==> src/rtl/core_types_pkg.sv <==
// Shared core types: the branch-resolution bundle, fetch FSM encoding and
// the redirect-target helper used by the front end.
package core_types_pkg;

  typedef struct packed {
    logic        flush;
    logic        hold;
    logic        branch;
    logic        bypass;
    logic [31:0] PCnext;
    logic [31:0] PCcurrent;
  } branching_out_t;

  typedef logic [0:0] fetch_state_t;
  localparam fetch_state_t ISSUE = 1'b0;
  localparam fetch_state_t WAIT  = 1'b1;

  localparam logic [31:0] NOP_INSTR = 32'h0000_0013;

  // Absolute JALR target wins over the PC-relative branch; bit 0 is never fetchable.
  function automatic logic [31:0] redirectTarget(input branching_out_t b);
    logic [31:0] t;
    if (b.bypass) begin
      t = b.PCnext;
    end else begin
      t = b.PCcurrent + b.PCnext;
    end
    return {t[31:1], 1'b0};
  endfunction

endpackage

==> src/rtl/fetch_skid_buf.sv <==
// One-entry holding slot for an instruction response that arrives while
// the IF/DEC register is frozen.
module fetch_skid_buf
  import core_types_pkg::*;
(
  input  logic        Clock,
  input  logic        nReset,
  input  logic        load,
  input  logic        drain,
  input  logic        clear,
  input  logic [31:0] instrIn,
  input  logic [31:0] pcIn,
  output logic [31:0] instr,
  output logic [31:0] pc,
  output logic        valid
);

  // Clear beats load beats drain.
  always_ff @(posedge Clock or negedge nReset) begin
    if (!nReset) begin
      valid <= 1'b0;
      instr <= NOP_INSTR;
      pc    <= 32'h0000_0000;
    end else if (clear) begin
      valid <= 1'b0;
    end else if (load) begin
      valid <= 1'b1;
      instr <= instrIn;
      pc    <= pcIn;
    end else if (drain) begin
      valid <= 1'b0;
    end
  end

endmodule

==> src/rtl/fetch_unit.sv <==
// PC sequencing, single-outstanding instruction-memory handshake and the
// IF/DEC pipeline register for the front of the five-stage core.
module fetch_unit
  import core_types_pkg::*;
#(
  parameter logic [31:0] RESET_PC = 32'h0000_0000,
  parameter logic [31:0] NOP      = NOP_INSTR
) (
  input  logic           Clock,
  input  logic           nReset,
  input  branching_out_t br,
  output logic           imem_req,
  output logic [31:0]    imem_addr,
  input  logic           imem_gnt,
  input  logic           imem_rvalid,
  input  logic [31:0]    imem_rdata,
  output logic [31:0]    instrIF,
  output logic           validIF,
  output logic [31:0]    PCIF,
  output logic [31:0]    PCDEC,
  output logic           validDEC
);

  fetch_state_t state;
  logic [31:0]  pc;
  logic [31:0]  reqAddr;
  logic         stale;

  logic         redirect;
  logic [31:0]  target;
  logic         respUse;
  logic         ifAdvance;
  logic         skidValid;
  logic [31:0]  skidInstr;
  logic [31:0]  skidPc;

  assign redirect  = br.bypass | br.branch;
  assign target    = redirectTarget(br);
  assign respUse   = (state == WAIT) & imem_rvalid & ~stale & ~redirect & ~br.flush;
  assign ifAdvance = ~br.flush & ~redirect & ~br.hold;

  assign imem_req  = nReset & (state == ISSUE) & ~skidValid;
  assign imem_addr = pc;

  fetch_skid_buf uSkid (
    .Clock   (Clock),
    .nReset  (nReset),
    .load    (respUse & br.hold),
    .drain   (ifAdvance & skidValid),
    .clear   (redirect | br.flush),
    .instrIn (imem_rdata),
    .pcIn    (reqAddr),
    .instr   (skidInstr),
    .pc      (skidPc),
    .valid   (skidValid)
  );

  // Fetch FSM: a redirect overtaking an in-flight request marks it stale.
  always_ff @(posedge Clock or negedge nReset) begin
    if (!nReset) begin
      state   <= ISSUE;
      pc      <= RESET_PC;
      reqAddr <= RESET_PC;
      stale   <= 1'b0;
    end else begin
      case (state)
        ISSUE: begin
          if (imem_req && imem_gnt) begin
            state   <= WAIT;
            reqAddr <= pc;
            stale   <= redirect;
            pc      <= redirect ? target : pc + 32'd4;
          end else if (redirect) begin
            pc <= target;
          end
        end
        WAIT: begin
          if (imem_rvalid) begin
            state <= ISSUE;
            stale <= 1'b0;
          end else if (redirect) begin
            stale <= 1'b1;
          end
          if (redirect) begin
            pc <= target;
          end
        end
        default: begin
          state <= ISSUE;
          stale <= 1'b0;
        end
      endcase
    end
  end

  // IF/DEC and DEC/EX bookkeeping; skid content always precedes a new response.
  always_ff @(posedge Clock or negedge nReset) begin
    if (!nReset) begin
      instrIF  <= NOP;
      validIF  <= 1'b0;
      PCIF     <= 32'h0000_0000;
      PCDEC    <= 32'h0000_0000;
      validDEC <= 1'b0;
    end else if (br.flush) begin
      instrIF  <= NOP;
      validIF  <= 1'b0;
      validDEC <= 1'b0;
    end else if (redirect) begin
      PCDEC    <= PCIF;
      validDEC <= validIF;
      instrIF  <= NOP;
      validIF  <= 1'b0;
    end else if (br.hold) begin
      validDEC <= 1'b0;
    end else begin
      PCDEC    <= PCIF;
      validDEC <= validIF;
      if (skidValid) begin
        instrIF <= skidInstr;
        PCIF    <= skidPc;
        validIF <= 1'b1;
      end else if (respUse) begin
        instrIF <= imem_rdata;
        PCIF    <= reqAddr;
        validIF <= 1'b1;
      end else begin
        instrIF <= NOP;
        validIF <= 1'b0;
      end
    end
  end

endmodule

==> config.mk <==
export PLATFORM = sky130hd
export DESIGN_NAME = fetch_unit
export DESIGN_NICKNAME = d
export VERILOG_FILES = /design/src/rtl/core_types_pkg.sv /design/src/rtl/fetch_skid_buf.sv /design/src/rtl/fetch_unit.sv
export SDC_FILE = /design/constraint.sdc
export NUM_CORES = 1
export LEC_CHECK = 0
export CAP_MARGIN = 20
export CORE_MARGIN = 8
export CORE_UTILIZATION = 30
export CTS_BUF_LIST = sky130_fd_sc_hd__clkbuf_8
export DETAILED_ROUTE_END_ITERATION = 10
export PLACE_DENSITY = 0.55
export SYNTH_ARGS = -nofsm -noshare
export SYNTH_HDL_FRONTEND = slang
export SYNTH_SLANG_ARGS = --single-unit
==> constraint.sdc <==
create_clock -name Clock -period 2.05 [get_ports Clock]
set_input_delay 0.41 -clock Clock [delete_from_list [all_inputs] [get_ports Clock]]
set_output_delay 0.41 -clock Clock [all_outputs]
set_load 0.1 [all_outputs]
; Yosys cells after proc, flatten, opt, wreduce, memory -nomap -nowiden
; Cells that the tools add are included.
[totals]
word_cells = 77
output_inout_bits = 131
register_bits = 229
[op_classes]
n_mux = 32
n_eq_ne = 4
n_reduce_logical = 8
addsub = 2
n_bitwise = 19
[ops]
columns = op, count
row1 = two-way mux 32 bit, 13
row2 = case mux 32 bit (2 select lines), 1
row3 = adder 32 x 3 -> 32 bit (second input constant), 1
row4 = adder 32 bit, 1
row5 = two-way mux 1 bit, 16
row6 = AND 1 bit, 10
row7 = AND reduction 2 bit, 4
row8 = inverter 1 bit, 7
row9 = != test 2 x 1 -> 1 bit (second input constant), 2
row10 = case mux 1 bit (2 select lines), 2
row11 = AND reduction 4 bit, 1
row12 = != test 3 x 1 -> 1 bit (second input constant), 1
row13 = != test 3 x 2 -> 1 bit (second input constant), 1
row14 = nonzero test 3 bit, 1
row15 = bitwise OR 1 bit, 2
row16 = nonzero test 2 bit, 1
row17 = logical AND 1 bit, 1

; Logic depth before layout (Yosys ltp)
[depth]
word_depth = 9
ltp_mapped = 10

; Hierarchy
; From an unflattened synthesis, not the netlist that was laid out.
[hier_totals]
cells_unflattened = 1024
area_unflattened_um2 = 11732.5
[by_module_without_submodules]
columns = module, instances, cells_per_inst, area_per_inst_um2
row1 = fetch_unit, 1, 884, 8987.4
row2 = fetch_skid_buf, 1, 140, 2745.1

; Least setup slack after synthesis
; Ideal clock, no wire load.
[synth_timing]
kind = register to output
startpoint = reg uSkid.valid
endpoint = out imem_req
path_buffers = 3
setup_slack_ns = -1.518
path_stages_with_launch = 5
t_arrival_ns = 3.158
cell_sequence = dfrtp_1 -> clkbuf_1 -> buf_1 -> clkbuf_1 -> nor3b_1
[synth_between]
elab_chain_len = 2
[synth_lines]
columns = element, line_no
row1 = "start, declared", fetch_skid_buf.sv:15  ; output logic valid
row2 = "start signal, assigned", fetch_skid_buf.sv:21  ; valid <= 1'b0;
row3 = "start signal, assigned", fetch_skid_buf.sv:25  ; valid <= 1'b0;
row4 = "start signal, assigned", fetch_skid_buf.sv:27  ; valid <= 1'b1;
row5 = inverter 1 bit, fetch_unit.sv:42  ; assign imem_req = nReset & (state == ISSUE) & ~skidValid;
row6 = AND 1 bit, fetch_unit.sv:42
row7 = "end, declared", fetch_unit.sv:12  ; output logic imem_req,
; Every way passes these cells.

; Worst setup path after layout
; Same ends and word-level chain as after synthesis.

==> impl_metrics.csv <==
group,metric,value,unit
status,outcome,"complete, but fails checks",
status,violations,"setup timing",
sta,hold_violations,0,
global_route,antenna_found_initial,0,
synth,yosysSeqAreaShare,49.7,%
die,die_x,212,microns
sta,timing.fmax,0.456,GHz
layout,area_delta_synth_final,54.0,%
clocking,htreeDepth,2,
drt,ant_nets,0,
clocking,cts_made_buffers,38,
drt,drc,0,
place,port_buffers,234,
power,power_switching,0.00455,W
die,die_h,212,microns
clocking,clock_latency,0.53,ns
layout,final_net_count,1632,
sta,fin_skew,0.00925,ns
place,dpl-instance-area,16000,sq um
die,core_area,38300,sq um
global_route,grt_pass1_wl,57200,microns
synth,yosys_warnings,0,
synth,syn-cell-area,11500,sq um
synth,ys_ff_latch,229,
clocking,hold_buffers,0,
drt,avgRoutedWirePerCell,18.1,microns
sta,hold_slack,0.0874,ns
critical_path,worstPathArrival,1.78,ns
global_route,grt_overflow_total,0,
synth,yosysMostFrequentCell,"dfrtp_1",
critical_path,required,1.64,ns
synth,synth.area.top_cells,"dfrtp_1 (48%), mux2_2 (12%), mux2i_1 (3.5%), ha_1 (3.4%), a21oi_1 (3.3%)",
power,vdd_drop_max,437,uV
layout,finish.instance_area,17800,sq um
critical_path,path_class,"reg -> out",
sta,period_share,107,%
place,dpl.hpwl,26000,microns
critical_path,cp_max_fo,2,
sta,layout_min_cycle_time,2.19,ns
power,powerDensity,763,nW/um^2
power,p_leak,8.19,nW
drt,vias,9685,
power,switching_share,33.5,%
power,power.share.combinational,30.2,%
die,dieArea,45000,sq um
layout,antennaDiodeCount,0,
clocking,cts_sinks,229,
drt,dr.pass1.iters,5,
die,initial_core_util,30.2,%
power,pwr-share-clk,29.5,%
drt,wl,37000,microns
synth,synth_cells,1056,
global_route,grt_max_degree,133,
synth,synthArstFlopShare,100,%
synth,synth_top_cell_by_area,"dfrtp_1",
clocking,cts_buffer_depth,3,
power,p_int,0.00903,W
sta,worst_slack,-0.144,ns
sta,tightest_slew,0.775,ns
synth,yosysTopAreaCellShare,48.3,%
synth,synthDistinctLibCells,71,
synth,synth-main-ff-cell,"dfrtp_1",
die,io_pins,235,
power,seqPwrFrac,40.2,%
drt,drt_iter0_markers,477,
critical_path,crit_path_start_kind,"flip-flop",
clocking,cts_tree,"done",
critical_path,cp-end-kind,"output port",
drt,avgViaCountPerCell,4.75,
synth,synth_nets,1192,
layout,final_util,46.4,%
synth,synth.avg_cell_area,10.9,sq um
sta,maxSlewViolCount,0,
layout,drive_gt1_share,44.7,%
sta,maxSlewHeadroom,48.3,%
clocking,cts-root-buf,"clkbuf_8",
global_route,grt_usage,16.0,%
power,power.total,0.0136,W
synth,synth_edf_count,0,
die,rows,72,
min_path,min_path_type,"in -> async",
sta,setup_violations,15,
place,place.gp.congestion,0.844,
sta,rsz0062_at_grt,"true",
layout,nFillCells,3599,
clocking,clkTransAtPathRegs,0.06,ns
global_route,first_global_vias,10200,
job,max-cap-violations,0,
synth,synthTopCellsByCount,"dfrtp_1 (223), mux2_2 (128), nor2_1 (84)",
[registers in the layout (all words and copies together) (netlist names)]
| name | cells |
|---|---|
| PCDEC | 32 |
| uSkid.instr | 32 |
| reqAddr | 32 |
| uSkid.pc | 32 |
| stale | 1 |
| instrIF | 32 |
| validIF | 1 |
| imem_addr | 32 |
| PCIF | 32 |
| uSkid.valid | 1 |
| validDEC | 1 |
| state | 1 |
[placed cells by master, fill, tap and decap left out, types with 5 or more instances in the layout]
master / Yosys / final
clkbuf_2: 0 / 11
nor3_2: 3 / 5
buf_6: 0 / 20
o21ai_1: 5 / 11
buf_12: 0 / 34
ha_1: 31 / 15
a21o_1: 18 / 18
dfrtp_2: 0 / 17
and2_1: 6 / 6
xnor2_1: 28 / 22
nand4_1: 13 / 13
inv_1: 19 / 34
clkdlybuf4s50_1: 0 / 64
a21oi_2: 2 / 6
a211oi_2: 2 / 6
buf_4: 1 / 293
mux2i_1: 40 / 40
nor2_4: 0 / 5
xnor2_2: 0 / 5
xor2_1: 20 / 19
and3_1: 15 / 10
o22ai_1: 7 / 6
a21oi_4: 0 / 5
nand2_1: 75 / 71
dfstp_2: 6 / 6
clkbuf_8: 0 / 48
ha_4: 0 / 15
and4_1: 7 / 6
dlygate4sd2_1: 0 / 17
nand3_1: 23 / 15
nor2_1: 84 / 78
mux2_2: 128 / 128
dfrtp_1: 223 / 201
o21ai_0: 52 / 43
and3_4: 0 / 5
dfrtp_4: 0 / 5
a22oi_1: 29 / 29
a21oi_1: 77 / 68
buf_8: 0 / 5
[power groups by stage]
stage,Clock (W),Combinational (W),Sequential [W]
2_1_floorplan,0,0.00132,0.00652
3_3_place_gp,0,0.00384,0.00551
3_5_place_dp,0,0.00387,0.00554
4_1_cts,0.00419,0.00399,0.00546
5_1_grt,0.00438,0.00437,0.00554
6_report,0.00401,0.00410,0.00546
[metrics by stage]
step / instances / setup TNS, ns / setup slack, ns
final: 2041 / -1.15 / -0.144
after floorplan: 1056 / -2.75 / -0.398
after CTS: 2021 / -1.67 / -0.190
after detailed placement: 1932 / -96.53 / -1.23
after global placement: 1932 / -93.05 / -1.19
after global routing: 2041 / -3.56 / -0.270
[repair_timing]
action | in CTS | in global routing
endpoints found under the setup margin | 66 | 62
gates cloned | 2 | 2
buffers inserted | 20 | 20
gates resized for setup | 121 | 92
pin swaps | 60 | 62
[final timing paths]
kind                                              start  depth (start not counted)                         end  slack (ns)
worst min-delay path                             nReset                          3           stale$_DFFE_PN0P_        0.09
max in group asynchronous                        nReset                          4  uSkid.instr[1]$_DFFE_PN1P_        0.89
min in group Clock                               br[34]                          3      imem_addr[2]$_DFF_PN0_        0.16
worst min register to register  instrIF[22]$_DFFE_PN0P_                          2     instrIF[22]$_DFFE_PN0P_        0.48
worst max register to register  uSkid.valid$_DFFE_PN0P_                          8     imem_addr[31]$_DFF_PN0_       -0.13
worst max-delay path            uSkid.valid$_DFFE_PN0P_                          5                    imem_req       -0.14
[cell type report]
type | instances | area (sq um) | share of cell area, %
clock buffer | 48 | 661 | 3.72
multi-input combinational | 751 | 6250 | 35.2
clock inverter | 19 | 101 | 0.570
tap | 518 | 648 | 3.65
timing repair buffer | 456 | 4260 | 24.0
inverter | 20 | 77.6 | 0.436
sequential | 229 | 5780 | 32.5
[routing by layer]
metal,wire length (microns),track usage [%],vias up
li1,-,-,4693
met4,723,4.27,0
met3,1930,3.49,48
met1,16700,21.0,4720
met5,0,0,-
met2,17600,26.3,224
[critical path, stage by stage (launching register included)]
cell	delay, ns
dfrtp_4	0.47
buf_4	0.14
buf_6	0.11
buf_16	0.12
nor3b_4	0.20
buf_12	0.20
[logic make-up (layout without fill, tap and decap cells)]
family / Yosys count / count (layout) / share of synthesized area, %
AO/OA/AOI/OAI: 242 / 242 / 13.4
multiplexers: 168 / 168 / 16.0
flip-flops: 229 / 229 / 49.7
buffers and inverters: 76 / 543 / 2.72
XOR/XNOR: 48 / 48 / 3.64
AND/OR/NAND/NOR: 261 / 261 / 11.0
adder cells (fa/ha/maj): 32 / 32 / 3.53
No activity file was read; power rests on OpenSTA's default activity.
